==> src/rtl/smart_led_pkg.sv <==
// Shared types and timing defaults for the smart-LED node.
// Latency: n/a (declarations only).
// Backpressure: n/a.
package smart_led_pkg;

    typedef enum logic [1:0] {
        ST_IDLE  = 2'd0,
        ST_HIGH  = 2'd1,
        ST_LOW   = 2'd2,
        ST_ERROR = 2'd3
    } led_state_e;

    // Defaults for a 50 MHz core clock.
    localparam int DEF_T_THRESH = 30;
    localparam int DEF_T_RESET  = 2500;
    localparam int DEF_T_STUCK  = 250;

    function automatic int cnt_width(input int t_reset, input int t_stuck);
        int m;
        m = (t_reset > t_stuck) ? t_reset : t_stuck;
        return $clog2(m + 1);
    endfunction

endpackage

==> src/rtl/smart_led_decoder_if.sv <==
// Serial line and LED drive signals of one smart-LED node.
// Latency: n/a (wiring only).
// Backpressure: none; the serial stream is free-running.
interface smart_led_if #(
    parameter int CHANNELS = 3
);
    logic                din;
    logic                dout;
    logic [CHANNELS-1:0] pwm_out;
    logic                frame_done;
    logic                busy;

    modport master (output din, input dout, pwm_out, frame_done, busy);
    modport slave  (input din, output dout, pwm_out, frame_done, busy);
endinterface

==> src/rtl/smart_led_pwm.sv <==
// One PWM channel: holds the active duty value and compares it with the shared counter.
// Latency: 1 cycle from counter to pwm_out; a load takes effect on the following compare.
// Backpressure: none.
module smart_led_pwm #(
    parameter int WIDTH = 8
) (
    input  logic             clk,
    input  logic             rst_n,
    input  logic             load_vld,
    input  logic [WIDTH-1:0] load_dat,
    input  logic [WIDTH-1:0] pwm_cnt,
    output logic             pwm_out
);
    logic [WIDTH-1:0] active_q, active_d;
    logic             pwm_q, pwm_d;

    always_comb begin
        active_d = load_vld ? load_dat : active_q;
        pwm_d    = (active_q > pwm_cnt);
    end

    always_ff @(posedge clk or negedge rst_n) begin
        if (!rst_n) begin
            active_q <= '0;
            pwm_q    <= 1'b0;
        end else begin
            active_q <= active_d;
            pwm_q    <= pwm_d;
        end
    end

    assign pwm_out = pwm_q;
endmodule

==> src/rtl/smart_led_decoder.sv <==
// WS2812-style node: decodes pulse-width bits, keeps the first CHANNELS*WIDTH, forwards the rest.
// Latency: din->dout 3 cycles; frame_done T_RESET cycles after the last synchronised fall.
// Backpressure: none; the line cannot be stalled, faults are absorbed by the ERROR state.
module smart_led_decoder
    import smart_led_pkg::*;
#(
    parameter int CHANNELS = 3,
    parameter int WIDTH    = 8,
    parameter int T_THRESH = DEF_T_THRESH,
    parameter int T_RESET  = DEF_T_RESET,
    parameter int T_STUCK  = DEF_T_STUCK
) (
    input  logic       clk,
    input  logic       rst_n,
    smart_led_if.slave bus
);
    localparam int NBITS = CHANNELS * WIDTH;
    localparam int CW    = cnt_width(T_RESET, T_STUCK);
    localparam int BW    = $clog2(NBITS + 1);

    localparam logic [CW-1:0] THRESH_CNT = CW'(T_THRESH);
    localparam logic [CW-1:0] RESET_CNT  = CW'(T_RESET);
    localparam logic [CW-1:0] STUCK_CNT  = CW'(T_STUCK);
    localparam logic [BW-1:0] NBITS_CNT  = BW'(NBITS);
    localparam logic [BW-1:0] LAST_CNT   = BW'(NBITS - 1);

    localparam logic [1:0] S_IDLE  = ST_IDLE;
    localparam logic [1:0] S_HIGH  = ST_HIGH;
    localparam logic [1:0] S_LOW   = ST_LOW;
    localparam logic [1:0] S_ERROR = ST_ERROR;

    logic             din_m_q, din_m_d;
    logic             din_s_q, din_s_d;
    logic             din_p_q, din_p_d;
    logic [1:0]       state_q, state_d;
    logic [CW-1:0]    cnt_q, cnt_d;
    logic [NBITS-1:0] shift_q, shift_d;
    logic [BW-1:0]    bit_cnt_q, bit_cnt_d;
    logic             fwd_en_q, fwd_en_d;
    logic             dout_q, dout_d;
    logic             frame_done_q, frame_done_d;
    logic [WIDTH-1:0] pwm_cnt_q, pwm_cnt_d;

    logic             rise, fall;
    logic [CW-1:0]    cnt_inc;
    logic             bit_vld, bit_val;
    logic             frame_end, latch;
    logic [CHANNELS-1:0] pwm_vec;

    always_comb begin
        din_m_d      = bus.din;
        din_s_d      = din_m_q;
        din_p_d      = din_s_q;
        rise         = din_s_q & ~din_p_q;
        fall         = ~din_s_q & din_p_q;
        cnt_inc      = (cnt_q == '1) ? cnt_q : cnt_q + CW'(1);

        state_d      = state_q;
        cnt_d        = cnt_q;
        shift_d      = shift_q;
        bit_cnt_d    = bit_cnt_q;
        fwd_en_d     = fwd_en_q;
        bit_vld      = 1'b0;
        bit_val      = 1'b0;
        frame_end    = 1'b0;

        case (state_q)
            // Level test so a rise coinciding with a frame end is not lost.
            S_IDLE: begin
                if (din_s_q) begin
                    state_d = S_HIGH;
                    cnt_d   = CW'(1);
                end
            end
            S_HIGH: begin
                if (fall) begin
                    bit_vld = 1'b1;
                    bit_val = (cnt_q >= THRESH_CNT);
                    state_d = S_LOW;
                    cnt_d   = CW'(1);
                end else if (cnt_inc >= STUCK_CNT) begin
                    state_d   = S_ERROR;
                    cnt_d     = '0;
                    shift_d   = '0;
                    bit_cnt_d = '0;
                    fwd_en_d  = 1'b0;
                end else begin
                    cnt_d = cnt_inc;
                end
            end
            S_LOW: begin
                if (cnt_inc >= RESET_CNT) begin
                    frame_end = 1'b1;
                    state_d   = S_IDLE;
                    cnt_d     = '0;
                    shift_d   = '0;
                    bit_cnt_d = '0;
                    fwd_en_d  = 1'b0;
                end else if (rise) begin
                    state_d = S_HIGH;
                    cnt_d   = CW'(1);
                end else begin
                    cnt_d = cnt_inc;
                end
            end
            S_ERROR: begin
                if (din_s_q) begin
                    cnt_d = '0;
                end else if (cnt_inc >= RESET_CNT) begin
                    state_d = S_IDLE;
                    cnt_d   = '0;
                end else begin
                    cnt_d = cnt_inc;
                end
            end
            default: state_d = S_IDLE;
        endcase

        // Own bits only; once saturated the node is a pure repeater.
        if (bit_vld && (bit_cnt_q < NBITS_CNT)) begin
            shift_d   = {shift_q[NBITS-2:0], bit_val};
            bit_cnt_d = bit_cnt_q + BW'(1);
            if (bit_cnt_q == LAST_CNT)
                fwd_en_d = 1'b1;
        end

        latch        = frame_end && (bit_cnt_q == NBITS_CNT);
        frame_done_d = latch;
        dout_d       = fwd_en_q & din_s_q;
        pwm_cnt_d    = pwm_cnt_q + WIDTH'(1);
    end

    always_ff @(posedge clk or negedge rst_n) begin
        if (!rst_n) begin
            din_m_q      <= 1'b0;
            din_s_q      <= 1'b0;
            din_p_q      <= 1'b0;
            state_q      <= S_IDLE;
            cnt_q        <= '0;
            shift_q      <= '0;
            bit_cnt_q    <= '0;
            fwd_en_q     <= 1'b0;
            dout_q       <= 1'b0;
            frame_done_q <= 1'b0;
            pwm_cnt_q    <= '0;
        end else begin
            din_m_q      <= din_m_d;
            din_s_q      <= din_s_d;
            din_p_q      <= din_p_d;
            state_q      <= state_d;
            cnt_q        <= cnt_d;
            shift_q      <= shift_d;
            bit_cnt_q    <= bit_cnt_d;
            fwd_en_q     <= fwd_en_d;
            dout_q       <= dout_d;
            frame_done_q <= frame_done_d;
            pwm_cnt_q    <= pwm_cnt_d;
        end
    end

    // Channel 0 arrives first, so it sits in the top WIDTH bits.
    for (genvar i = 0; i < CHANNELS; i++) begin : g_ch
        smart_led_pwm #(.WIDTH(WIDTH)) u_pwm (
            .clk      (clk),
            .rst_n    (rst_n),
            .load_vld (latch),
            .load_dat (shift_q[NBITS-1-i*WIDTH -: WIDTH]),
            .pwm_cnt  (pwm_cnt_q),
            .pwm_out  (pwm_vec[i])
        );
    end

    assign bus.dout       = dout_q;
    assign bus.frame_done = frame_done_q;
    assign bus.busy       = (state_q != S_IDLE);
    assign bus.pwm_out    = pwm_vec;
endmodule

==> src/flat_wrapper.sv <==
// flat-port wrapper written by rule: the top's interface ports become plain ports
module smart_led_decoder_flat import smart_led_pkg::*;
#(
    parameter int CHANNELS = 3,
    parameter int WIDTH    = 8,
    parameter int T_THRESH = DEF_T_THRESH,
    parameter int T_RESET  = DEF_T_RESET,
    parameter int T_STUCK  = DEF_T_STUCK
)
  (clk, rst_n, bus_din, bus_dout, bus_pwm_out, bus_frame_done, bus_busy);
  smart_led_if #(.CHANNELS(CHANNELS)) bus_i ();
  input  logic clk;
  input  logic rst_n;
  input wire logic [$bits(bus_i.din)-1:0] bus_din;
  output wire logic [$bits(bus_i.dout)-1:0] bus_dout;
  output wire logic [$bits(bus_i.pwm_out)-1:0] bus_pwm_out;
  output wire logic [$bits(bus_i.frame_done)-1:0] bus_frame_done;
  output wire logic [$bits(bus_i.busy)-1:0] bus_busy;
  assign bus_i.din = bus_din;
  assign bus_dout = bus_i.dout;
  assign bus_pwm_out = bus_i.pwm_out;
  assign bus_frame_done = bus_i.frame_done;
  assign bus_busy = bus_i.busy;
  smart_led_decoder #(.CHANNELS(CHANNELS), .WIDTH(WIDTH), .T_THRESH(T_THRESH), .T_RESET(T_RESET), .T_STUCK(T_STUCK)) u_core (.clk(clk), .rst_n(rst_n), .bus(bus_i));
endmodule
==> config.mk <==
export PLATFORM = sky130hd
export DESIGN_NAME = smart_led_decoder_flat
export DESIGN_NICKNAME = d
export VERILOG_FILES = /design/src/rtl/smart_led_pkg.sv /design/src/rtl/smart_led_decoder_if.sv /design/src/rtl/smart_led_pwm.sv /design/src/rtl/smart_led_decoder.sv /design/src/flat_wrapper.sv
export SDC_FILE = /design/constraint.sdc
export NUM_CORES = 1
export LEC_CHECK = 0
export BUFFER_PORTS_ARGS = -buffer_cell sky130_fd_sc_hd__buf_4
export CAP_MARGIN = 20
export CORE_MARGIN = 2
export CORE_UTILIZATION = 30
export DETAILED_ROUTE_END_ITERATION = 12
export PLACE_DENSITY = 0.54
export SETUP_SLACK_MARGIN = 0.1
export SYNTH_ARGS = -nofsm -noshare
export SYNTH_HDL_FRONTEND = slang
export SYNTH_SLANG_ARGS = --single-unit
==> constraint.sdc <==
create_clock -name clk -period 2.8 [get_ports clk]
set_input_delay 0 -clock clk [delete_from_list [all_inputs] [get_ports clk]]
set_output_delay 0 -clock clk [all_outputs]
set_load 0.02 [all_outputs]
==> results of run 1 <==
placed cells by master (no fill, tap or decap), drive strengths merged, types with 3 or more instances in the layout:
| master | synthesis | layout |
|---|---|---|
| nor3 | 7 | 7 |
| ha | 35 | 35 |
| a21o | 6 | 6 |
| a22o | 31 | 31 |
| a31oi | 5 | 5 |
| o21ai | 16 | 16 |
| mux2 | 28 | 28 |
| dfrtp | 84 | 84 |
| a211oi | 4 | 4 |
| xnor2 | 6 | 6 |
| a21oi | 22 | 22 |
| o21a | 4 | 4 |
| nor4 | 4 | 4 |
| and2 | 6 | 6 |
| buf | 17 | 50 |
| and3 | 7 | 7 |
| o22ai | 3 | 3 |
| nand2 | 21 | 21 |
| mux2i | 3 | 3 |
| nand2b | 4 | 4 |
| nor2 | 17 | 17 |
| nand4 | 9 | 9 |
| clkbuf | 3 | 13 |
| inv | 21 | 23 |
| nand3 | 14 | 14 |
| nor2b | 9 | 9 |
logic make-up after synthesis:
kind of cell	count (synthesis)
flip-flops	84
XOR/XNOR	7
AND/OR/NAND/NOR	105
multiplexers	31
adder cells (fa/ha/maj)	35
buffers and inverters	41
AO/OA/AOI/OAI	107
area by class of cell:
| class | count | area share |
|---|---|---|
| Timing Repair Buffer | 53 | 0.0882 |
| Clock buffer | 12 | 0.0441 |
| Sequential cell | 84 | 0.377 |
| Clock inverter | 4 | 0.0101 |
| Multi-Input combinational cell | 285 | 0.424 |
| Tap cell | 188 | 0.0421 |
| Inverter | 21 | 0.0141 |
metal layers:
metal | wire (um) | up-vias
met5 | 0 | -
met4 | 249 | 0
met3 | 351 | 22
met2 | 4880 | 79
met1 | 4910 | 1678
li1 | - | 1597
worst max-delay path, delay by kind of cell (launching register included):
kind / cells / cell delay [ns]
AO/OA/AOI/OAI: 4 / 0.71
AND/OR/NAND/NOR: 2 / 0.59
flip-flops: 1 / 0.45
buffers and inverters: 2 / 0.32
multiplexers: 1 / 0.30
adder cells (fa/ha/maj): 1 / 0.20
registers in the layout, summed over array words and instances, names as in the netlist:
name,cells
u_core.shift_q,24
u_core.din_p_q,1
u_core.state_q,2
u_core.g_ch.u_pwm.active_q,24
u_core.g_ch.u_pwm.pwm_out,3
u_core.din_m_q,1
u_core.din_p_d,1
u_core.cnt_q,12
u_core.bus.frame_done,1
u_core.bus.dout,1
u_core.bit_cnt_q,5
u_core.fwd_en_q,1
u_core.pwm_cnt_q,8
cells in the mapped netlist (2+ instances only):
cell,n,share of area
buf_4,5,0.0082
mux2_4,19,0.062
a21oi_1,22,0.024
nand4_1,8,0.011
inv_1,21,0.017
nor3_1,7,0.0076
mux2_2,8,0.020
and3_1,7,0.0096
o22ai_1,3,0.0041
a41oi_1,2,0.0038
mux2i_1,3,0.0066
ha_1,35,0.096
buf_6,4,0.0098
a211oi_1,4,0.0066
clkbuf_1,3,0.0025
a22o_1,31,0.059
nor2_1,16,0.013
nor2b_1,9,0.012
nand3_1,13,0.014
nor4_1,4,0.0055
o21a_1,4,0.0066
o21ai_1,3,0.0033
nand2b_1,4,0.0055
o2bb2ai_1,2,0.0038
o31ai_1,2,0.0033
dfrtp_1,84,0.46
a21boi_0,2,0.0033
a21o_1,6,0.0098
o21ai_0,11,0.012
nand2_1,20,0.016
buf_2,8,0.0087
o21ai_2,2,0.0038
a31oi_1,4,0.0055
and2_1,6,0.0082
xnor2_1,6,0.011
a22oi_1,2,0.0033
report_power, final:
part | switching [mW] | total, mW | internal, mW | leakage, nW
registers | 0.0579 | 1.32 | 1.26 | 1.14
logic | 0.660 | 1.21 | 0.548 | 1.41
clock network | 0.491 | 1.22 | 0.725 | 0.148
total | 1.21 | 3.74 | 2.54 | 2.69
repair_timing:
item,CTS,global route
gates cloned,1,2
gates resized for setup,12,11
hold buffers,2,0
endpoints found under the hold margin,85,0
setup endpoints to repair,58,63
pin swaps,5,3
buffers inserted,4,6
worst paths after layout:
path	to	slack (ns)	depth (start not counted)
min reg2reg	u_core.din_p_d	0.35	0
min in group clk	u_core.din_m_q	0.32	2
max reg2reg	u_core.g_ch[2].u_pwm.active_q[6]	0.08	10
min	u_core.g_ch[1].u_pwm.active_q[2]	0.06	2
max in group asynchronous	u_core.cnt_q[6]	2.12	3
max	u_core.g_ch[2].u_pwm.active_q[6]	0.08	10
==> metrics.yaml, run 1 <==
job:
  maxCapViolations: 0
global_route:
  grt_busiest_layer: "met2"
  grt_use_met2: 0.207
  grt_first_pass_wirelength_um: 17400
  globalRouteOverflowTotal: 0
  grt_util_all_layers: 0.133
  groute.layer.met1.usage: 0.180
  grt_antenna_before_repair: 0
  met3_track_demand_over_resource: 0.0293
  vias_in_the_first_global_route: 3489
  grt_max_degree: 85
pwr:
  peakVddDrop_mv: 0.342
  p_total_mw: 3.74
  static-leakage-power_nw: 2.69
  power_per_cell_area_nw_per_um2: 670
sta:
  clock_skew_ns: 0.00922
  timing.hold.ws_ns: 0.0641
  rsz0062_at_grt: "true"
  layout_setup_ws_ns: 0.0791
  maxClockFrequency_ghz: 0.368
  timing.slew.headroom: 0.702
  fin_setup_tns_ns: 0
  setup_violations: 0
  hold_violations: 0
  final_max_slew_viols: 0
  max_slew.worst_pin.slew_ns: 0.445
  min_period_ns: 2.72
  min_period_over_period: 0.972
worst_setup_path:
  timing.critical_path.slowest_stage_cell: "or4_4"
  cpPeakStageDelay_ns: 0.49
  critical_path.startpoint: "u_core.cnt_q[0]"
  path_cells: "ha_4 > nand4_4 > buf_6 > a211oi_1 > o31ai_1 > o2111a_2 > o21ai_4 > or4_4 > buf_12 > mux2_4"
  startpoint_type: "flip-flop"
  critical_path_arrival_ns: 2.94
  criticalPathCategory: "reg2reg"
  worst-path-max-fanout: 13
  critPathCaptureType: "flip-flop"
  rr_startpoint: "u_core.cnt_q[0]"
  required_ns: 3.02
yosys:
  synth.yosys.warnings: 0
  synth.yosys.seq_area_share: 0.459
  yosys-mux-area-fraction: 0.0910
  synth.net_count: 448
  yosys_register_bits: 84
  netlist_area_pre_place_um2: 4580
  synth_enable_flop_cells: 0
  synth_compound_area_frac: 0.171
  post_synth_fa_ha_maj_area_fraction: 0.0956
  cell_count_after_synthesis: 410
  postSynthAreaPerCell_um2: 11.2
  synth-xor-area-share: 0.0134
  ys_types: 56
  synth_simple_gate_area_share: 0.123
  dominant_combinational_cell_family_by_area_after_synthesis: "compound AO/OA/AOI/OAI gates"
  synth-async-reset-ratio: 1.00
  ys_dominant_reg_cell: "dfrtp_1"
placed_design:
  globalplace.congestion: 0.886
  preCtsSetupSlack_ns: -0.0241
  portBuffers: 8
  placed_area_um2: 5050
  dp_hpwl_um: 6850
  placed_cells_incl_taps: 615
final_layout:
  antennaDiodeCount: 0
  filler_cell_count: 1472
  final_cell_area_um2: 5590
  final_layout_size_suffix_gt1_frac: 0.261
  final_nets: 492
  synthToLayoutAreaGrowth_pct: 22.0
  multi_input_comb_area_um2: 2370
  final_core_utilization: 0.372
  instances_no_fill: 647
  reg_area_um2: 2110
die:
  top_ports: 9
  core.rowCount: 45
  design.die.area_um2: 16300
  die_width_um: 128
  initial_utilization: 0.305
  die_height_um: 128
  coreArea_um2: 15000
routing:
  via_count: 3376
  average_vias_per_placed_instance: 5.22
  number_of_iterations_in_the_first_detailed_routing_pass: 4
  ant_nets: 0
  wirelength_um: 10400
  drt_iter0_markers: 186
  detail_route.wl_per_cell_um: 16.1
  remaining_drc_errors: 0
cts:
  cts_tree: "built"
  cts-buffers-inserted: 9
  clock-root-buffer: "clkbuf_16"
  cts_htree_levels: 3
  clock_latency_ns: 0.34
  cts-root-to-sink-buffers: 2
  cts.clk_slew.worst_paths_ns: 0.07
  clock_sink_count: 84
hold_path:
  timing.hold.worst.class: "in2async"
status:
  status: "completed"
Note: power is estimated with default switching activity, not from simulation.
==> run 2: changes to the inputs <==
--- a/config.mk
+++ b/config.mk
@@ -10,7 +10,6 @@
 export CORE_MARGIN = 2
 export CORE_UTILIZATION = 30
 export DETAILED_ROUTE_END_ITERATION = 12
-export PLACE_DENSITY = 0.54
 export SETUP_SLACK_MARGIN = 0.1
 export SYNTH_ARGS = -nofsm -noshare
 export SYNTH_HDL_FRONTEND = slang
==> constraint.sdc (replaced) <==
create_clock -name clk -period 2.9 [get_ports clk]
set_input_delay 0 -clock clk [delete_from_list [all_inputs] [get_ports clk]]
set_output_delay 0 -clock clk [all_outputs]
set_load 0.02 [all_outputs]
==> run 2 against run 1 <==
Compared with the run above: sequential cell count unchanged; clock-buffer cell count decreased by 1; core utilization increased by 0.13 points; setup slack got worse by 0.015 ns; die area unchanged; register-to-register slack about the same; highest routed layer unchanged.
==> metrics.yaml, run 2 (synthesis results as in run 1) <==
status:
  status: "completed"
cts:
  clock_sink_count: 84
  cts-buffers-inserted: 9
  cts.clk_slew.worst_paths_ns: 0.06
  cts_htree_levels: 3
  cts_tree: "built"
  cts-root-to-sink-buffers: 2
  clock_latency_ns: 0.34
  clock-root-buffer: "clkbuf_16"
sta:
  timing.slew.headroom: 0.702
  clock_skew_ns: 0.00745
  fin_setup_tns_ns: 0
  maxClockFrequency_ghz: 0.353
  min_period_ns: 2.84
  setup_violations: 0
  max_slew.worst_pin.slew_ns: 0.442
  final_max_slew_viols: 0
  min_period_over_period: 0.978
  hold_violations: 0
  rsz0062_at_grt: "true"
final_layout:
  filler_cell_count: 1423
  final_nets: 491
  largest_registers: "u_core.g_ch.u_pwm.active_q (24), u_core.shift_q (24), u_core.cnt_q (12)"
  synthToLayoutAreaGrowth_pct: 22.5
  final_layout_size_suffix_gt1_frac: 0.274
  final_cell_mix: "dfrtp_1 (78), buf_4 (34), ha_1 (33)"
  mostFrequentLayoutCell: "dfrtp_1"
  instances_no_fill: 645
  antennaDiodeCount: 0
global_route:
  globalRouteOverflowTotal: 0
  grt_first_pass_wirelength_um: 17400
  grt_antenna_before_repair: 0
  grt_max_degree: 85
  vias_in_the_first_global_route: 3372
  grt_util_all_layers: 0.133
hold_path:
  timing.hold.worst.class: "in2async"
pwr:
  share_clk_of_total_power: 0.274
  internal_power_mw: 2.53
  peakVddDrop_mv: 0.457
  power_per_cell_area_nw_per_um2: 679
  comb_power_share: 0.390
  switching_power_mw: 1.28
  static-leakage-power_nw: 2.67
  switching_share_of_total_power: 0.336
  seq_power_share: 0.336
routing:
  via_count: 3370
  drt_iter0_markers: 178
  remaining_drc_errors: 0
  wirelength_um: 10600
  average_vias_per_placed_instance: 5.22
  number_of_iterations_in_the_first_detailed_routing_pass: 4
  ant_nets: 0
  detail_route.wl_per_cell_um: 16.5
die:
  initial_utilization: 0.305
  coreArea_um2: 15000
  core.rowCount: 45
  die_height_um: 128
  top_ports: 9
  die_width_um: 128
  design.die.area_um2: 16300
worst_setup_path:
  worst-path-max-fanout: 8
  critPathCaptureType: "flip-flop"
  startpoint_type: "flip-flop"
  rr_startpoint: "u_core.cnt_q[1]"
  criticalPathCategory: "reg2reg"
  required_ns: 3.15
  critical_path_arrival_ns: 3.09
  worstRegToRegCells: 11
  timing.rr.end: "u_core.cnt_q[10]"
  setup.reg_to_reg.worst_slack_ns: 0.06
placed_design:
  globalplace.congestion: 0.854
  placed_cells_incl_taps: 605
  dp_hpwl_um: 6580
  portBuffers: 8
job:
  maxCapViolations: 0
[run 2: cell count changes in the layout (fill, tap and decap cells not counted), sizes merged]
| cell | previous run | this run |
|---|---|---|
| clkinv | 1 | 4 |
| inv | 23 | 21 |
| or4 | 1 | 3 |
| bufinv | 1 | 0 |
| buf | 50 | 46 |
[run 2: what timing repair did]
action | CTS | global route
setup endpoints to repair | 31 | 64
gates cloned | 2 | 2
hold buffers | 2 | 0
resized for setup | 10 | 27
pin swaps | 7 | 13
buffers inserted | 10 | 8
hold endpoints to repair | 85 | 0
[run 2: worst max-delay path by stage]
| stage | start | end | slack, ns | depth (start not counted) |
|---|---|---|---|---|
| after floorplan | u_core.cnt_q[1] | u_core.cnt_q[10] | 0.06 | 11 |
| after global placement | u_core.cnt_q[0] | u_core.cnt_q[6] | 0.05 | 10 |
| after detailed placement | u_core.cnt_q[0] | u_core.g_ch[0].u_pwm.active_q[6] | 0.002 | 8 |
| after CTS | u_core.cnt_q[1] | u_core.shift_q[13] | 0.08 | 11 |
| after global routing | u_core.cnt_q[1] | u_core.cnt_q[10] | -0.05 | 11 |
| final | u_core.cnt_q[1] | u_core.cnt_q[10] | 0.06 | 11 |
[run 2: area by class of cell]
cell class	count	area, um^2	area share
Sequential cell	84	2110	0.376
Clock buffer	11	233	0.0415
Multi-Input combinational cell	287	2430	0.433
Inverter	21	78.8	0.0141
Tap cell	188	235	0.0419
Clock inverter	4	27.5	0.00491
Timing Repair Buffer	50	498	0.0888
[run 2: per-layer routing]
layer  GRT usage  share of wire  wire length (um)  vias up
met5           0              0                 0        -
met4      0.0504          0.019               201        0
met3      0.0276          0.037               394       17
met2       0.215           0.48              5090       69
met1       0.176           0.47              4940     1685
li1            -              -                 -     1599
[run 2: power by group through the flow]
stage | Sequential [mW] | Clock, mW | Combinational, mW
2_1_floorplan | 1.28 | 0 | 0.695
3_3_place_gp | 1.29 | 0 | 1.00
3_5_place_dp | 1.29 | 0 | 1.03
4_1_cts | 1.28 | 1.07 | 1.18
5_1_grt | 1.29 | 1.11 | 1.61
6_report | 1.28 | 1.04 | 1.49
[run 2: worst max-delay path, cell delays in order, from the launching register on]
cell       delay (ns)
dfrtp_2          0.41
ha_4             0.21
nand4_4          0.11
nor2_4           0.15
mux2_4           0.32
nand3b_1         0.17
a311o_2          0.40
a2111oi_4        0.39
clkbuf_16        0.21
buf_8            0.13
o41ai_1          0.09
a21oi_1          0.16
[run 2: per-stage QoR]
step           total power [mW]  cell area [um^2]   util  hold WS, ns  setup slack, ns
2_1_floorplan              1.97              4640      -       -0.296           0.0602
3_3_place_gp               2.29              4970  0.331        0.112           0.0522
3_5_place_dp               2.32              4970  0.331        0.110          0.00234
4_1_cts                    3.53              5380  0.358        0.306           0.0771
5_1_grt                    4.01              5610  0.373        0.136          -0.0519
6_report                   3.81              5610  0.373        0.117           0.0643
==> run 3: changes to the inputs <==
--- a/config.mk
+++ b/config.mk
@@ -8,8 +8,10 @@
 export BUFFER_PORTS_ARGS = -buffer_cell sky130_fd_sc_hd__buf_4
 export CAP_MARGIN = 20
 export CORE_MARGIN = 2
-export CORE_UTILIZATION = 30
+export CORE_UTILIZATION = 63
+export CTS_CLUSTER_SIZE = 12
 export DETAILED_ROUTE_END_ITERATION = 12
+export PLACE_DENSITY = 0.8
 export SETUP_SLACK_MARGIN = 0.1
 export SYNTH_ARGS = -nofsm -noshare
 export SYNTH_HDL_FRONTEND = slang
==> run 3 against run 2 <==
Compared with the run above: final area fell by 7.1%; setup slack got worse by 0.019 ns; critical path type unchanged; clock skew rose by 0.0059 ns.
==> metrics.yaml, run 3 (synthesis results as in run 1) <==
global_route:
  grt_max_degree: 85
  met3_track_demand_over_resource: 0.0536
  grt_antenna_before_repair: 0
  grt_busiest_layer: "met2"
  grt_first_pass_wirelength_um: 15700
  vias_in_the_first_global_route: 3211
  globalRouteOverflowTotal: 0
  grt_use_met2: 0.426
  groute.layer.met1.usage: 0.346
  grt_util_all_layers: 0.259
pwr:
  p_total_mw: 3.20
  peakVddDrop_mv: 0.715
  comb_power_share: 0.360
  internal_power_mw: 2.04
  switching_power_mw: 1.15
  power_per_cell_area_nw_per_um2: 613
  seq_power_share: 0.395
  static-leakage-power_nw: 2.55
  switching_share_of_total_power: 0.360
  share_clk_of_total_power: 0.244
die:
  core.rowCount: 31
  initial_utilization: 0.642
  die_height_um: 89.3
  top_ports: 9
  coreArea_um2: 7140
  design.die.area_um2: 7970
  die_width_um: 89.3
worst_setup_path:
  required_ns: 3.17
  timing.rr.end: "u_core.cnt_q[10]"
  critPathCaptureType: "flip-flop"
  rr_startpoint: "u_core.cnt_q[1]"
  criticalPathCategory: "reg2reg"
  critical_path_arrival_ns: 3.13
  startpoint_type: "flip-flop"
  worst-path-max-fanout: 8
  worstRegToRegCells: 10
  setup.reg_to_reg.worst_slack_ns: 0.04
status:
  status: "completed"
cts:
  cts-buffers-inserted: 9
  clock_latency_ns: 0.36
  cts_tree: "built"
  clock_sink_count: 84
  cts_htree_levels: 3
  cts-root-to-sink-buffers: 2
  cts.clk_slew.worst_paths_ns: 0.10
  clock-root-buffer: "clkbuf_8"
job:
  maxCapViolations: 0
sta:
  clock_skew_ns: 0.0133
  setup_violations: 0
  timing.slew.headroom: 0.667
  timing.hold.ws_ns: 0.133
  final_max_slew_viols: 0
  min_period_ns: 2.86
  max_slew.worst_pin.slew_ns: 0.500
  min_period_over_period: 0.984
  hold_violations: 0
  maxClockFrequency_ghz: 0.350
  layout_setup_ws_ns: 0.0450
  rsz0062_at_grt: "true"
final_layout:
  synthToLayoutAreaGrowth_pct: 13.8
  final_cell_mix: "dfrtp_1 (82), ha_1 (33), a22o_1 (31)"
  final_layout_size_suffix_gt1_frac: 0.237
  final_nets: 480
  mostFrequentLayoutCell: "dfrtp_1"
  filler_cell_count: 516
  final_cell_area_um2: 5210
  largest_registers: "u_core.g_ch.u_pwm.active_q (24), u_core.shift_q (24), u_core.cnt_q (12)"
  antennaDiodeCount: 0
  instances_no_fill: 546
routing:
  wirelength_um: 9640
  ant_nets: 0
  via_count: 3329
  number_of_iterations_in_the_first_detailed_routing_pass: 4
  remaining_drc_errors: 0
  average_vias_per_placed_instance: 6.10
  drt_iter0_markers: 251
  detail_route.wl_per_cell_um: 17.7
hold_path:
  timing.hold.worst.class: "in2async"
placed_design:
  dp_hpwl_um: 6190
  placed_cells_incl_taps: 514
  portBuffers: 8
  placed_area_um2: 4820
  preCtsSetupSlack_ns: 0.00416
  globalplace.congestion: 0.932
## run 3: changes by cell type in the layout (fill, tap and decap cells not counted), moves of 2 or more
cell / delta
buf_6: -3
clkbuf_16: -11
clkbuf_8: +9
buf_4: -5
inv_6: +2
dfrtp_2: -4
dfrtp_1: +4
clkbuf_1: -2
## run 3: stage by stage
| step | TNS, ns | util |
|---|---|---|
| after global routing | -0.0266 | 0.730 |
| final | 0 | 0.730 |
| after detailed placement | 0 | 0.676 |
| after CTS | 0 | 0.714 |
| after floorplan | 0 | - |
| after global placement | -0.0259 | 0.676 |
## run 3: power groups by stage
stage / registers [mW] / logic (mW) / clock network (mW)
after floorplan: 1.28 / 0.695 / 0
after detailed placement: 1.28 / 0.986 / 0
final: 1.26 / 1.15 / 0.781
after global placement: 1.28 / 0.967 / 0
after CTS: 1.26 / 1.06 / 0.797
after global routing: 1.27 / 1.25 / 0.845
## run 3: critical path, cell delays in order, from the launching register on
cell and delay (ns):
dfrtp_1 0.39, buf_4 0.18, and2_1 0.18, nand4_1 0.17
nor3_2 0.18, mux2_2 0.37, a311o_2 0.41, a2111oi_4 0.43
buf_6 0.20, a41oi_2 0.11, a21oi_1 0.15
## run 3: how the worst max path moves through the flow
stage | startpoint | endpoint | slack (ns) | depth (start not counted)
global placement | u_core.cnt_q[5] | u_core.cnt_q[6] | -0.03 | 9
finish | u_core.cnt_q[1] | u_core.cnt_q[10] | 0.04 | 10
global route | u_core.cnt_q[1] | u_core.cnt_q[10] | -0.02 | 10
CTS | u_core.cnt_q[1] | u_core.g_ch[2].u_pwm.active_q[6] | 0.10 | 10
floorplan | u_core.cnt_q[1] | u_core.cnt_q[10] | 0.06 | 11
detailed placement | u_core.cnt_q[5] | u_core.cnt_q[6] | 0.004 | 9
## run 3: final cells by class
type                       instances  area [um^2]  area share
multi-input combinational        287         2380       0.457
clock inverter                     7         58.8      0.0113
inverter                          21         78.8      0.0151
tap                               99          124      0.0238
clock buffer                       9          124      0.0238
sequential                        84         2100       0.404
timing repair buffer              39          339      0.0651
## run 3: timing repair
| action | in CTS | in global routing |
|---|---|---|
| pin swaps | 4 | 8 |
| endpoints found under the hold margin | 85 | 0 |
| endpoints found under the setup margin | 28 | 61 |
| hold buffers | 2 | 0 |
| gates resized for setup | 7 | 10 |
| gates cloned | 2 | 1 |
| setup buffers | 4 | 6 |
## run 3: layer usage
metal	routed length, um	part of all wire	vias up
met3	385	0.040	22
met1	4280	0.44	1647
met5	0	0	-
met2	4810	0.50	84
met4	172	0.018	0
li1	-	-	1576
